<file path="src/rtl/parallel_serializer_pkg.sv">
// rtl/parallel_serializer_pkg.sv - shared state type and defaults for the parallel serializer
package parallel_serializer_pkg;

    localparam int DEFAULT_WIDTH = 8;

    typedef enum logic {
        ST_IDLE  = 1'b0,
        ST_SHIFT = 1'b1
    } ser_state_e;

endpackage

</file>
<file path="src/rtl/ser_bit_counter.sv">
// rtl/ser_bit_counter.sv - bit position counter with clear, increment and last-bit flag
module ser_bit_counter #(
    parameter int WIDTH = 8
) (
    input  logic clk,
    input  logic reset,
    input  logic clear_i,
    input  logic inc_i,
    output logic last_o
);

    localparam int CW = $clog2(WIDTH);

    logic [CW-1:0] count_q;
    logic [CW-1:0] count_d;

    // Clear wins over increment so a word boundary always restarts from zero.
    always_comb begin
        count_d = count_q;
        if (clear_i) begin
            count_d = '0;
        end else if (inc_i) begin
            count_d = count_q + 1'b1;
        end
    end

    always_ff @(posedge clk) begin
        if (!reset) begin
            count_q <= '0;
        end else begin
            count_q <= count_d;
        end
    end

    assign last_o = (count_q == CW'(WIDTH - 1));

endmodule

</file>
<file path="src/rtl/parallel_serializer.sv">
// rtl/parallel_serializer.sv - loads a parallel word and shifts it out one bit per shift_enable
module parallel_serializer
    import parallel_serializer_pkg::*;
#(
    parameter int WIDTH     = DEFAULT_WIDTH,
    parameter int MSB_FIRST = 1
) (
    input  logic             clk,
    input  logic             reset,
    input  logic [WIDTH-1:0] load_data,
    input  logic             load_valid,
    output logic             load_ready,
    input  logic             shift_enable,
    output logic             data,
    output logic             busy,
    output logic             done
);

    ser_state_e       state_q;
    logic [WIDTH-1:0] shreg_q;
    logic [WIDTH-1:0] shreg_shifted;
    logic             data_q;
    logic             busy_q;
    logic             ready_q;
    logic             done_q;
    logic             cnt_last;
    logic             accept;
    logic             shift_now;

    function automatic logic head_bit(input logic [WIDTH-1:0] w);
        return (MSB_FIRST != 0) ? w[WIDTH-1] : w[0];
    endfunction

    assign accept    = (state_q == ST_IDLE) && load_valid && ready_q;
    assign shift_now = (state_q == ST_SHIFT) && shift_enable;

    assign shreg_shifted = (MSB_FIRST != 0) ? {shreg_q[WIDTH-2:0], 1'b0}
                                            : {1'b0, shreg_q[WIDTH-1:1]};

    // The counter restarts on acceptance and after the final bit, so it never wraps.
    ser_bit_counter #(.WIDTH(WIDTH)) u_bit_counter (
        .clk     (clk),
        .reset   (reset),
        .clear_i (accept || (shift_now && cnt_last)),
        .inc_i   (shift_now && !cnt_last),
        .last_o  (cnt_last)
    );

    always_ff @(posedge clk) begin
        if (!reset) begin
            state_q <= ST_IDLE;
            shreg_q <= '0;
            data_q  <= 1'b0;
            busy_q  <= 1'b0;
            ready_q <= 1'b1;
            done_q  <= 1'b0;
        end else begin
            done_q <= 1'b0;
            case (state_q)
                ST_IDLE: begin
                    if (accept) begin
                        state_q <= ST_SHIFT;
                        shreg_q <= load_data;
                        data_q  <= head_bit(load_data);
                        busy_q  <= 1'b1;
                        ready_q <= 1'b0;
                    end
                end
                ST_SHIFT: begin
                    if (shift_enable) begin
                        if (cnt_last) begin
                            state_q <= ST_IDLE;
                            shreg_q <= '0;
                            data_q  <= 1'b0;
                            busy_q  <= 1'b0;
                            ready_q <= 1'b1;
                            done_q  <= 1'b1;
                        end else begin
                            shreg_q <= shreg_shifted;
                            data_q  <= head_bit(shreg_shifted);
                        end
                    end
                end
                default: begin
                    state_q <= ST_IDLE;
                end
            endcase
        end
    end

    assign load_ready = ready_q;
    assign busy       = busy_q;
    assign done       = done_q;
    assign data       = data_q;

endmodule

</file>
<file path="config.mk">
export PLATFORM = sky130hd
export DESIGN_NAME = parallel_serializer
export DESIGN_NICKNAME = d
export VERILOG_FILES = /design/src/rtl/parallel_serializer_pkg.sv /design/src/rtl/ser_bit_counter.sv /design/src/rtl/parallel_serializer.sv
export SDC_FILE = /design/constraint.sdc
export NUM_CORES = 1
export LEC_CHECK = 0
export CAP_MARGIN = 30
export CORE_MARGIN = 2
export CORE_UTILIZATION = 55
export CTS_BUF_LIST = sky130_fd_sc_hd__clkbuf_8
export DETAILED_ROUTE_END_ITERATION = 12
export PLACE_DENSITY = 0.86
export SKIP_CTS_REPAIR_TIMING = 1
export SLEW_MARGIN = 0
export SYNTH_ARGS = -nofsm -noshare
export SYNTH_HDL_FRONTEND = slang
export SYNTH_SLANG_ARGS = --single-unit
</file>
<file path="constraint.sdc">
create_clock -name clk -period 2.95 [get_ports clk]
set_clock_uncertainty 0.05 [all_clocks]
set_input_delay 0.59 -clock clk [delete_from_list [all_inputs] [get_ports clk]]
set_output_delay 0.59 -clock clk [all_outputs]
set_load 0.005 [all_outputs]
</file>
After elaboration in Yosys (flattened, before gate mapping):

Cells that the tools add are included.

* flip-flop bits (word level): 15
* latch bits: 0
* RAM bits: 0
* bits in read-only memories: 0
* output and inout bits: 4
* logic and storage cells: 46
* memories kept: 0

* add/subtract/negate cells: 1
* $mul: 0
* divide/modulo/power cells: 0
* $lt $le $gt $ge: 0
* equal/unequal tests: 4
* shifts and indexed selects: 0
* mux-type cells: 21
* bitwise gates (word level): 2
* reductions and logical operators: 11

Operator list (number)
* two-way mux 7 bit: 3
* case mux 7 bit (2 select lines): 1
* two-way mux 1 bit: 13
* case mux 1 bit (2 select lines): 4
* AND reduction 3 bit: 2
* logical AND 1 bit: 5
* inequality test 2 bit (second input constant): 2
* adder 3 x 1 -> 3 bit (second input constant): 1
* equality test 3 bit (second input constant): 1
* inequality test 2 x 1 -> 1 bit (second input constant): 1
* inverter 1 bit: 2
* AND reduction 2 bit: 1
* OR reduction 2 bit: 1
* logical NOT 1 bit: 1
* logical OR 1 bit: 1

Depth between registers and ports, before layout:

Gate-level depths: netlist of run 1.

* depth after elaboration: 5
* gate-level depth with buffers: 6
* mapped depth without buffers: 5

Modules after synthesis:

A second synthesis of run 1 with hierarchy kept.

* cells, all modules: 73
* area total of the unflattened synthesis: 644.4 um^2

Modules (own cells, without submodules)
* parallel_serializer: times used 1, cells an instance 61, area each 513.0 um^2
* ser_bit_counter: times used 1, cells an instance 12, area each 131.4 um^2

Worst setup path after synthesis of run 1:

No wires, ideal clock.

* path kind: input to register
* start: input port shift_enable
* end: register data_q, in the netlist data
* library setup time: 0.124 ns
* arrival time: 1.131 ns
* setup slack: 1.645 ns
* cell stages on the path: 4
* cell sequence: and2_1 > buf_4 > o31ai_2 > a31oi_1

* word-level cells in the longest chain between the ends: 2

Ends and longest elaborated chain
* start, declared: line parallel_serializer.sv:13 `input logic shift_enable,`
* inequality test 2 bit (no source line)
* AND reduction 2 bit (no source line)
* end signal, assigned: line parallel_serializer.sv:64 `data_q <= head_bit(load_data);`
* end signal, assigned: line parallel_serializer.sv:80 `data_q <= head_bit(shreg_shifted);`
* end, declared: line parallel_serializer.sv:22 `logic data_q;`

No other way between the ends.
A chain may end at the register's enable or synchronous reset.

Final worst setup path of run 1:

* start: register ready_q, in the netlist load_ready
* end: output port load_ready

RTL lines
* start, declared: line parallel_serializer.sv:24 `logic ready_q;`
* start signal, assigned: line parallel_serializer.sv:55 `ready_q <= 1'b1;`
* start signal, assigned: line parallel_serializer.sv:66 `ready_q <= 1'b0;`
* start signal, assigned: line parallel_serializer.sv:76 `ready_q <= 1'b1;`
* end, declared: line parallel_serializer.sv:12 `output logic load_ready,`

No word-level cell between the ends.

==> out/results.ini, run 1 <==
[synth]
yosysMostFrequentCell=dfxtp_1
netlist_instances=77
async_reset_ff_share_pct=0
ys.flop_type=dfxtp_1
ys_top_cells_by_area=dfxtp_1 40%, o31ai_2 12%, nand3b_1 8.1%
ys_warn_count=0
yosysUniqueCellTypes=23
yosys.area.top_type=dfxtp_1
synth_edf_count=0
synth.top_cell.area_share_pct=40.3
synth-seq-cells=15
postSynthAreaPerCell_um2=9.68
ys_top_cells_by_count=15 x dfxtp_1, 8 x nand3b_1, 7 x a31oi_1, 7 x nand2b_1, 7 x o31ai_2
syn_area_um2=746
synth_nets=91
seq_area_frac_synth_pct=40.3

[cells_and_area]
post-route-util_pct=72.0
stdcell_count=105
antenna_cells=0
area.growth.synth_to_final_pct=24.0
drive_gt1_share_pct=14.4
finalInstanceArea_um2=925
nets=105

[global_route]
grt_usage_pct=21.9
antenna_found_initial=0
grt_pass1_vias=516
gr-total-overflow=0
grt_max_degree=23
grt_pass1_wl_mm=2.30

[power]
p_leak_nw=0.359
ir_drop_v=0.000333
p_per_area_nw_per_um2=514

[worst_setup_path]
cpMaxStageDelayCell=clkdlybuf4s50_1
cp-end-kind=output pin
crit_family=buffers and inverters
worstPathRequired_ps=2310
slowest_delay_ps=530
cp_num_buf_inv=1
path_cells=clkdlybuf4s50_1
crit_type=reg -> out
critPathLaunchType=register
path_max_fanout=5
worstPathArrival_ps=1160

[timing]
rsz0062_at_grt=false
finalCriticalPeriod_ps=1800
finalSetupViolCount=0
finalHoldViolCount=0
relSlewSlack_pct=59.5
finalSetupTns_ps=0
report.final.slew_viol_count=0
finalCritPeriodShare_pct=61.2
fmax_mhz=554
worstMarginPinSlew_ps=607

[floorplanning]
die_h_um=40.8
die_area_um2=1670
core_um2=1280
die_w_um=40.8
initial_core_util_pct=58.0
io_pins=16
fp-row-count=13

[place]
place_congestion=0.754
placed_area_um2=878
dpl.hpwl_mm=1.01
placedCellCount=101
port_buffers=15

[cts]
htree_levels=1
clk_latency_ps=250
clock_sinks=15
numCtsBuffers=3
path_clk_slew_ps=60
root_buffer=clkbuf_8
cts_max_path_buffers=2
cts_tree=built

[detailed_routing]
routedWlPerCell_um=13.2
wirelength_mm=1.39
first_iter_violations=11
drtPass1Iterations=3
vias=599
drc=0
vias_per_cell=5.70
ant_nets=0

[status]
status=finished, final reports clean

[min_path]
hold_path_class=reg -> reg

[job]
drv_cap=0

logic make-up after synthesis:
group	count (synthesis)	synth area share [%]
xor gates and xnor gates	1	1.17
muxes	2	2.68
AOI/OAI and AO/OA	19	21.3
adders and majority gates	2	3.36
and+or+nand+nor	32	26.3
DFF	15	40.3
buffers and inverters	6	4.87
where the power goes:
part           total [mW]  internal (mW)  switching, mW
combinational      0.0762         0.0437         0.0325
clock               0.164         0.0935         0.0703
sequential          0.236          0.219         0.0168
worst paths after layout:
path	startpoint	endpoint	slack (ps)	depth (start not counted)
worst max-delay path	load_ready	load_ready	1150	1
worst min-delay path	u_bit_counter.count_q[1]	u_bit_counter.count_q[1]	450	2
worst max register to register	state_q	shreg_q[1]	1330	3
worst min register to register	u_bit_counter.count_q[1]	u_bit_counter.count_q[1]	450	2
placed cells by master (no fill, tap or decap):
cell type,netlist,routed
mux2i_1,2,2
xor2_1,1,1
nand3_1,3,3
nand3b_2,1,1
ha_1,2,2
nand2b_1,7,7
a21oi_1,3,3
nor2_1,4,4
o21ai_1,1,1
nand3b_1,8,8
o31ai_2,7,7
clkbuf_8,0,3
and3_1,1,1
nand2_2,1,1
nor2b_1,2,2
a21boi_1,1,1
nand2_1,3,3
clkdlybuf4s50_1,0,15
dfxtp_1,15,15
a31oi_1,7,7
clkinv_2,0,1
and2_1,1,1
and3b_1,1,1
per-stage QoR:
step                setup WS [ps]  hold WS (ps)  total power [mW]
finish                       1150           453             0.476
global route                 1100           474             0.503
CTS                          1140           459             0.481
detailed placement            970           448             0.316
global placement             1040           423             0.314
floorplan                    1640           397             0.287
final cells by class:
cell class | count | area, µm²
fillers | 110 | 360
clock inverters | 1 | 5.00
repair buffers | 15 | 150
flip-flops and latches | 15 | 300
multi-input cells | 56 | 409
well taps | 15 | 18.8
clock buffers | 3 | 41.3
layer usage:
layer	routed length, µm	part of all wire, %	GRT usage (%)
met4	25	1.8	5.00
met1	644	46	26.2
met2	657	47	35.5
met3	59	4.3	9.78
met5	0	0	0
sequential cells by signal (all words and copies together), names as in the netlist:
signal,cells
done,1
state_q,1
u_bit_counter.count_q,3
load_ready,1
data,1
busy,1
shreg_q,7
(Power assumes the default switching activity.)
==> inputs of run 2 (changes only) <==
--- a/config.mk
+++ b/config.mk
@@ -7,10 +7,10 @@
 export LEC_CHECK = 0
 export CAP_MARGIN = 30
 export CORE_MARGIN = 2
-export CORE_UTILIZATION = 55
+export CORE_UTILIZATION = 51
 export CTS_BUF_LIST = sky130_fd_sc_hd__clkbuf_8
 export DETAILED_ROUTE_END_ITERATION = 12
-export PLACE_DENSITY = 0.86
+export PLACE_DENSITY = 0.8
 export SKIP_CTS_REPAIR_TIMING = 1
 export SLEW_MARGIN = 0
 export SYNTH_ARGS = -nofsm -noshare
==> constraint.sdc (replaced) <==
create_clock -name clk -period 1.8 [get_ports clk]
set_clock_uncertainty 0.05 [all_clocks]
set_input_delay 0.36 -clock clk [delete_from_list [all_inputs] [get_ports clk]]
set_output_delay 0.36 -clock clk [all_outputs]
set_load 0.005 [all_outputs]
==> run 2 against run 1 <==
- die area up 7.1%
- hold slack got worse by 7.1 ps
- setup slack got worse by 920 ps
- final cell count increased by 4.8%
- critical path depth unchanged
- power rose by 68%
- wire length grew 15%
- via count rose by 5.0%
- sequential power is 62% higher
- first-iteration DRC count rose by 9.1%
==> out/results.ini, run 2 (synthesis results as in run 1) <==
[cts]
clock_sinks=15
root_buffer=clkbuf_8
htree_levels=1
numCtsBuffers=3
cts_max_path_buffers=2
clk_latency_ps=240
path_clk_slew_ps=60
cts_tree=built

[cells_and_area]
reg_top3=shreg_q (7), u_bit_counter.count_q (3)
post-route-util_pct=73.9
nets=110
final_cell_mix=15 x dfxtp_1, 15 x clkdlybuf4s50_1, 8 x nand3b_1
largest_reg_flops=7
top_register=shreg_q
drive_gt1_share_pct=17.9
fillers=111
antenna_cells=0
area.growth.synth_to_final_pct=32.2

[floorplanning]
die_h_um=42.2
initial_core_util_pct=55.9
die_w_um=42.2
fp-row-count=13
io_pins=16
die_area_um2=1780
core_um2=1330

[detailed_routing]
drtPass1Iterations=4
wirelength_mm=1.59
vias=629
ant_nets=0
first_iter_violations=12
drc=0
vias_per_cell=5.72
routedWlPerCell_um=14.5

[place]
dpl.hpwl_mm=1.17
port_buffers=15
place_congestion=0.704
dp_slack_ps=170

[worst_setup_path]
reg2reg_setup_slack_ps=320
reg2reg_from=u_bit_counter.count_q[0]
critPathLaunchType=register
crit_family=buffers and inverters
slowest_delay_ps=530
crit_type=reg -> out
path_cells=clkdlybuf4s50_1
reg2reg_depth=5
worstPathRequired_ps=1390
cp_num_buf_inv=1
cpMaxStageDelayCell=clkdlybuf4s50_1
path_max_fanout=5
cp-end-kind=output pin
startpoint=load_ready
critical_path_cell_count=1
worstPathArrival_ps=1160

[power]
ir_drop_v=0.000569
total_power_mw=0.799
p_per_area_nw_per_um2=810
p_leak_nw=0.394

[timing]
finalSetupTns_ps=0
finalSetupViolCount=0
fmax_mhz=636
report.final.slew_viol_count=0
finalCritPeriodShare_pct=87.4
finalCriticalPeriod_ps=1570
relSlewSlack_pct=76.6
finalHoldViolCount=0
fin_ws_ps=227
rsz0062_at_grt=false
worstMarginPinSlew_ps=351

[global_route]
grt_pass1_vias=669
grt_max_degree=14
grt_pass1_wl_mm=2.87
antenna_found_initial=0
grt_usage_pct=20.6
gr-total-overflow=0

[min_path]
worstHoldStart=shreg_q[0]
min_path_cells=2
hold_path_class=reg -> reg

[status]
status=finished, final reports clean

[job]
drv_cap=0

## run 2: cell types whose count changed in the layout (fill, tap and decap cells not counted)
cell      delta
buf_12       +2
clkinv_2     -1
inv_1        +1
buf_4        +3
## run 2: area by class of cell
type	instances	area (µm²)	share of cell area, %
Clock inverter	1	3.75	0.381
Clock buffer	3	41.3	4.19
Multi-Input combinational cell	56	409	41.5
Sequential cell	15	300	30.5
Timing Repair Buffer	20	213	21.6
Tap cell	15	18.8	1.90
## run 2: layer usage
metal / wire length [µm] / vias up / GRT usage, %
li1: - / 314 / -
met1: 748 / 297 / 26.3
met2: 754 / 16 / 34.2
met3: 80 / 2 / 3.88
met4: 11 / 0 / 7.50
met5: 0 / - / 0
## run 2: worst paths after layout
kind / to
hold reg to reg: shreg_q[0]
setup reg to reg: u_bit_counter.count_q[2]
hold / removal: shreg_q[0]
setup / recovery: load_ready
## run 2: report_power, final
| part | switching, mW | internal, mW |
|---|---|---|
| registers | 0.0240 | 0.359 |
| clock network | 0.113 | 0.151 |
| logic | 0.0642 | 0.0884 |
## run 2: stage by stage
| stage | instance area (µm²) | instances | hold WS (ps) |
|---|---|---|---|
| 2_1_floorplan | 746 | 77 | 397 |
| 3_3_place_gp | 941 | 106 | 407 |
| 3_5_place_dp | 941 | 106 | 441 |
| 4_1_cts | 986 | 110 | 446 |
| 5_1_grt | 986 | 110 | 462 |
| 6_report | 986 | 110 | 446 |
